$ cat src/rtl/serial_arith_nch.sv
// Multi-lane LSB-first serial adder/subtractor with a shared frame controller.
// Each lane keeps its own carry/borrow register; the controller counts bits,
// handles restart and valid gaps, and flags per-lane overflow at frame end.
//
// state  | meaning
// IDLE   | no frame in progress; waits for start&valid
// ACTIVE | frame in progress; each valid&!start cycle processes the next bit
module serial_arith_nch #(
  parameter int CHANNELS = 4,
  parameter int WORD_LEN = 8,
  parameter int SIGNED   = 0
) (
  input  logic                clock,
  input  logic                reset_n,
  input  logic                start,
  input  logic                valid,
  input  logic                sub,
  input  logic [CHANNELS-1:0] line1,
  input  logic [CHANNELS-1:0] line2,
  output logic [CHANNELS-1:0] outp,
  output logic                outp_valid,
  output logic [CHANNELS-1:0] overflw,
  output logic                frame_done,
  output logic                busy
);

  localparam int CW = (WORD_LEN > 1) ? $clog2(WORD_LEN) : 1;
  localparam logic [CW-1:0] LAST_BIT = CW'(WORD_LEN - 1);

  typedef enum logic {IDLE = 1'b0, ACTIVE = 1'b1} state_t;

  state_t              state_q;
  logic [CW-1:0]       cnt_q;
  logic [CHANNELS-1:0] carry_q;
  logic                mode_q;
  logic [CHANNELS-1:0] outp_q;
  logic                outp_valid_q;
  logic [CHANNELS-1:0] overflw_q;
  logic                frame_done_q;
  logic                busy_q;

  logic                accept_start;
  logic                accept_bit;
  logic                take_bit;
  logic [CW-1:0]       bit_idx;
  logic                last_bit;
  logic                mode_d;
  logic [CHANNELS-1:0] cin_d;
  logic [CHANNELS-1:0] sum_d;
  logic [CHANNELS-1:0] carry_d;
  logic [CHANNELS-1:0] ovf_d;

  // A start restarts the frame at bit 0 with a cleared carry and freshly sampled mode.
  assign accept_start = start & valid;
  assign accept_bit   = valid & ~start & (state_q == ACTIVE);
  assign take_bit     = accept_start | accept_bit;
  assign bit_idx      = accept_start ? '0 : cnt_q;
  assign last_bit     = (bit_idx == LAST_BIT);
  assign mode_d       = accept_start ? sub : mode_q;

  // Per-lane full adder / full subtractor for the bit being accepted.
  always_comb begin
    cin_d   = '0;
    sum_d   = '0;
    carry_d = '0;
    ovf_d   = '0;
    for (int i = 0; i < CHANNELS; i++) begin
      cin_d[i] = accept_start ? 1'b0 : carry_q[i];
      sum_d[i] = line1[i] ^ line2[i] ^ cin_d[i];
      if (mode_d) begin
        carry_d[i] = (~line1[i] & line2[i]) | (~(line1[i] ^ line2[i]) & cin_d[i]);
      end else begin
        carry_d[i] = (line1[i] & line2[i]) | (line1[i] & cin_d[i]) | (line2[i] & cin_d[i]);
      end
      // Signed overflow: carry into the MSB differs from carry out of it.
      ovf_d[i] = (SIGNED != 0) ? (cin_d[i] ^ carry_d[i]) : carry_d[i];
    end
  end

  // Frame controller and lane registers; all outputs are registered here.
  always_ff @(posedge clock or negedge reset_n) begin
    if (!reset_n) begin
      state_q      <= IDLE;
      cnt_q        <= '0;
      carry_q      <= '0;
      mode_q       <= 1'b0;
      outp_q       <= '0;
      outp_valid_q <= 1'b0;
      overflw_q    <= '0;
      frame_done_q <= 1'b0;
      busy_q       <= 1'b0;
    end else begin
      frame_done_q <= 1'b0;
      outp_valid_q <= take_bit;
      if (take_bit) begin
        outp_q  <= sum_d;
        carry_q <= carry_d;
        mode_q  <= mode_d;
        if (accept_start) begin
          overflw_q <= '0;
        end
        if (last_bit) begin
          state_q      <= IDLE;
          busy_q       <= 1'b0;
          cnt_q        <= '0;
          frame_done_q <= 1'b1;
          overflw_q    <= ovf_d;
        end else begin
          state_q <= ACTIVE;
          busy_q  <= 1'b1;
          cnt_q   <= bit_idx + CW'(1);
        end
      end
    end
  end

  assign outp       = outp_q;
  assign outp_valid = outp_valid_q;
  assign overflw    = overflw_q;
  assign frame_done = frame_done_q;
  assign busy       = busy_q;

endmodule

$ cat config.mk
export PLATFORM = sky130hd
export DESIGN_NAME = serial_arith_nch
export DESIGN_NICKNAME = d
export VERILOG_FILES = /design/src/rtl/serial_arith_nch.sv
export SDC_FILE = /design/constraint.sdc
export NUM_CORES = 1
export LEC_CHECK = 0
export CORE_ASPECT_RATIO = 0.75
export CORE_MARGIN = 3
export CORE_UTILIZATION = 50
export DETAILED_ROUTE_END_ITERATION = 8
export DONT_BUFFER_PORTS = 1
export GPL_ROUTABILITY_DRIVEN = 0
export PLACE_DENSITY = 0.64
export SYNTH_ARGS = -nofsm -noshare
export SYNTH_HDL_FRONTEND = slang
export SYNTH_SLANG_ARGS = --single-unit
$ cat constraint.sdc
create_clock -name clock -period 2.6 [get_ports clock]
set_clock_uncertainty 0.2 [all_clocks]
set_input_delay 0.52 -clock clock [delete_from_list [all_inputs] [get_ports clock]]
set_output_delay 0.52 -clock clock [all_outputs]
set_load 0.02 [all_outputs]
# Word-level counts from Yosys, hierarchy flattened
# Index checks and enable logic that the tools add are counted.
# Widths: inputs -> output; s select.
# word_totals
regBits	19
# classes
mux	16
addsub	1
n_eq_ne	1
bitwise_logic	53
n_reduce_logical	2
# op_table
cell	count
$and 1x1->1	23
$or 1x1->1	13
$mux 1	12
$not 1->1	9
$mux 4	2
$xor 1x1->1	8
$mux 3	2
$add 3x1->3 const B	1
$eq 3x3->1 const B	1
$reduce_and 2->1	1
$reduce_bool 2->1	1

# Logic depth before layout (Yosys ltp)
# depth
ltp_word	7
depth_mapped	8
depth_no_buf	7

# Least setup slack after synthesis
# OpenSTA, ideal clock, no wires.
# synth_path
path_kind	input -> register
from	in valid
to	reg overflw_q[0], in the netlist overflw[0]
arrival_time_ps	1634
cell_stages	8
path_slack_ps	671
path_cell_list	buf_6 nand2_1 and2_1 ha_1 ha_1 a21oi_1 o21ai_0 o31ai_1
# synth_between
elab_chain_cells	7
word_cells_on_any_way	18
# synth_lines
item	line	text
start, declared	16	input logic valid,
$and 1x1->1	54	assign accept_start = start & valid;
$mux 1	68	cin_d[i] = accept_start ? 1'b0 : carry_q[i];
$and 1x1->1	73	carry_d[i] = (line1[i] & line2[i]) | (line1[i] & cin_d[i]) | (line2[i] & cin_d[i]);
$or 1x1->1 (2 in a row)	73	
$mux 1	70	if (mode_d) begin
$mux 4	102	if (last_bit) begin
end signal, assigned	107	overflw_q <= ovf_d;
end, declared	38	logic [CHANNELS-1:0] overflw_q;
# Several ways; a longest one is shown, not always the timed one.
# A chain may end at the register's enable or synchronous reset.

# Final worst setup path
# layout_path
from	in valid
to	reg overflw_q[2], in the netlist overflw[2]
# Same word-level chain as after synthesis.

==> impl_results.md <==
* Min Hold Slack at 0.116 ns
* RSZ-0062 raised after global routing: no
* Top cell by count, worst path: ha_1
* Worst-path cell chain: nand2_1 -> and2_1 -> ha_1 -> ha_1 -> a21oi_1 -> o21ai_0 -> o31ai_1
* Clk buf depth at 2
* Synth area leaders: dfrtp_1 44%, fa_1 15%, nand2_1 9.8%
* Average wire per standard cell at 15.7 um
* Crit end category: flip-flop
* Final setup TNS at 0 ns
* Post-route ant nets at 0
* Status: finished, final reports clean
* # Post-CTS Setup Buffers at 0
* Slew HR at 0.427
* Max Clk Rate at 566 MHz
* Setup WS pre-CTS at 0.564 ns
* Mux cell area share after synthesis at 0
* Pint at 0.480 mW
* N_diodes at 0
* Final period utilization at 0.680
* Post-synth net total at 128
* Root buf cell: clkbuf_4
* Synth Area in Adders at 0.172
* Cell area after synthesis at 1070 um2
* Fill count at 150
* Remaining global-route overflow at 0
* Required @ worst endpoint at 2.60 ns
* H-tree levels at 1
* Reg clk slew, reported paths at 0.11 ns
* CP Launch Type: input pin
* Syn avg cell area at 10.2 um2
* Synthesis-to-finish area growth at 3.03%
* Register area share after synthesis at 0.443
* Fin. Hold Viols at 0
* Fin nets at 131
* Largest net degree at the start of global routing at 20
* Via density at 5.61
* Fraction of layout cells with a size suffix above 1 at 0.0841
* Synth Area in XOR/XNOR at 0
* Post-layout min period at 1.77 ns
* Final Setup Violations at 0
* Synthesized flop and latch total at 19
* Cts repair resizes at 0
* Critical Path AT at 1.77 ns
* Post-synth top cells: 28 x nand2_1, 19 x dfrtp_1, 11 x inv_1
* Sequential power share at 0.564
* Post-Syn Instances at 105
* I/O Pins at 24
* Chip Height at 46.1 um
* Sw Share at 0.346
* Vias in the first global route at 683
* Compound-Gate Fraction of Synth Area at 0.153
* Initial antenna violation count at 0
* Clock Power Share at 0.205
* Most common cell in the netlist: nand2_1
* Post-synth top area share at 0.443
* Final core utilization at 0.591
* CP max FO at 8
* First-pass GRT wire length at 3350 um
* Detailed Place HPWL at 1480 um
* Crit-path max cell delay at 0.25 ns
* Die Area at 2740 um2
* Core box area at 1870 um2
* Clock net sink count at 19
* Number of I/O port buffers at 0
* Synth Warn # at 0
* Total CTS buffers at 3
* EDFF count, synth at 0
* Simple logic cell fraction of the synthesized area at 0.154
* Initial DRC count at 36
* Setup CP Type: input pin to flip-flop
* Worst-skew pair later-pin latency at 0.30 ns
* Switch Pwr at 0.254 mW
* Hold crit path type: input pin to flip-flop
* Finished Cell Area at 1110 um2
* Placed Area at 1070 um2
* Final WL at 2030 um
* Remaining DRCs at 0
* Combinational fraction of design power at 0.231
* Total of max-cap violations at 0
* Setup slack after layout at 0.832 ns
* Async set-reset flop share out of synthesis at 1.00
* Worst-margin pin slew at 0.857 ns
* Initial Utilization at 0.574
* Worst VDD drop at 430 uV
* Synth cell types at 19
* Pwr per Cell Area at 664 nW/um2
* Horiz. Die Dim at 59.5 um
* CTS tree: yes
* Gr usage total at 0.173
* Hold_buf cts at 1
* Rows at 13
* P_leak at 0.539 nW
* Largest family of logic cells by synthesized area: adder cells
* Post-synth top flop: dfrtp_1
* Largest area contributor in the netlist: dfrtp_1
* Critical-path top delay cell: ha_1
* DRT Pass-1 Iters at 4
* Slew Viols, Final at 0
* Routed vias at 724
==> layout make-up <==
type                       count  area (um2)  area share
multi-input combinational     70         514       0.465
sequential                    19         475       0.430
inverter                      12        45.0      0.0407
tap                           22        27.5      0.0249
clock buffer                   4        26.3      0.0238
timing repair buffer           2        17.5      0.0158
==> cells in the final DEF (no fill, tap or decap) <==
cell type	n
a21boi_2	1
a21oi_1	5
and2_1	2
and3_4	1
buf_4	1
clkbuf_1	1
clkbuf_4	3
dfrtp_1	19
dlygate4sd3_1	1
fa_1	8
ha_1	2
inv_1	11
inv_2	1
nand2_1	28
nor3b_1	4
o21a_1	4
o21ai_0	4
o21ai_2	1
o31ai_1	8
o32ai_1	1
or2_2	1
==> state kept, by name, indices dropped and copies added (netlist names) <==
signal      cells
cnt_q           3
outp            4
state_q         1
frame_done      1
mode_q          1
outp_valid      1
overflw         4
carry_q         4
==> power by group through the flow <==
stage | Combinational (mW) | Clock, mW | Sequential [mW]
after global placement | 0.159 | 0 | 0.421
final | 0.169 | 0.151 | 0.414
after floorplan | 0.138 | 0 | 0.411
after global routing | 0.194 | 0.175 | 0.420
after detailed placement | 0.162 | 0 | 0.421
after CTS | 0.172 | 0.160 | 0.415
==> per-layer routing <==
metal  track usage  vias up  share of wire
met5             0        -              0
met4        0.0398        0         0.0044
met2         0.253       26           0.46
met1         0.243      355           0.47
met3        0.0700        2          0.071
li1              -      341              -
==> critical path, delay by kind of cell <==
kind | cells | cell delay, ns
and+or+nand+nor | 2 | 0.35
adders and majority gates | 2 | 0.43
AOI/OAI and AO/OA | 3 | 0.46
==> metrics by stage <==
step / cells / power, mW
floorplan: 105 / 0.548
global placement: 124 / 0.580
detailed placement: 124 / 0.583
CTS: 129 / 0.746
global route: 129 / 0.789
finish: 129 / 0.734
==> kinds of logic (layout without fill, tap and decap cells) <==
family	Yosys count	after routing
buf+inv	16	18
fa+ha+maj	10	10
flops	19	19
simple gates	36	36
compound gates	24	24
==> path summary, 6_finish.rpt <==
path	start	to	slack, ns	cells past startpoint
worst max-delay path	valid	overflw[2]	0.83	7
worst min-delay path	valid	state_q	0.12	1
worst max register to register	cnt_q[1]	overflw[2]	0.88	6
worst min register to register	carry_q[3]	carry_q[3]	0.28	2
max in group asynchronous	reset_n	overflw[3]	1.11	1
min in group asynchronous	reset_n	outp_valid	0.57	1
Note: power is estimated with default switching activity, not from simulation.
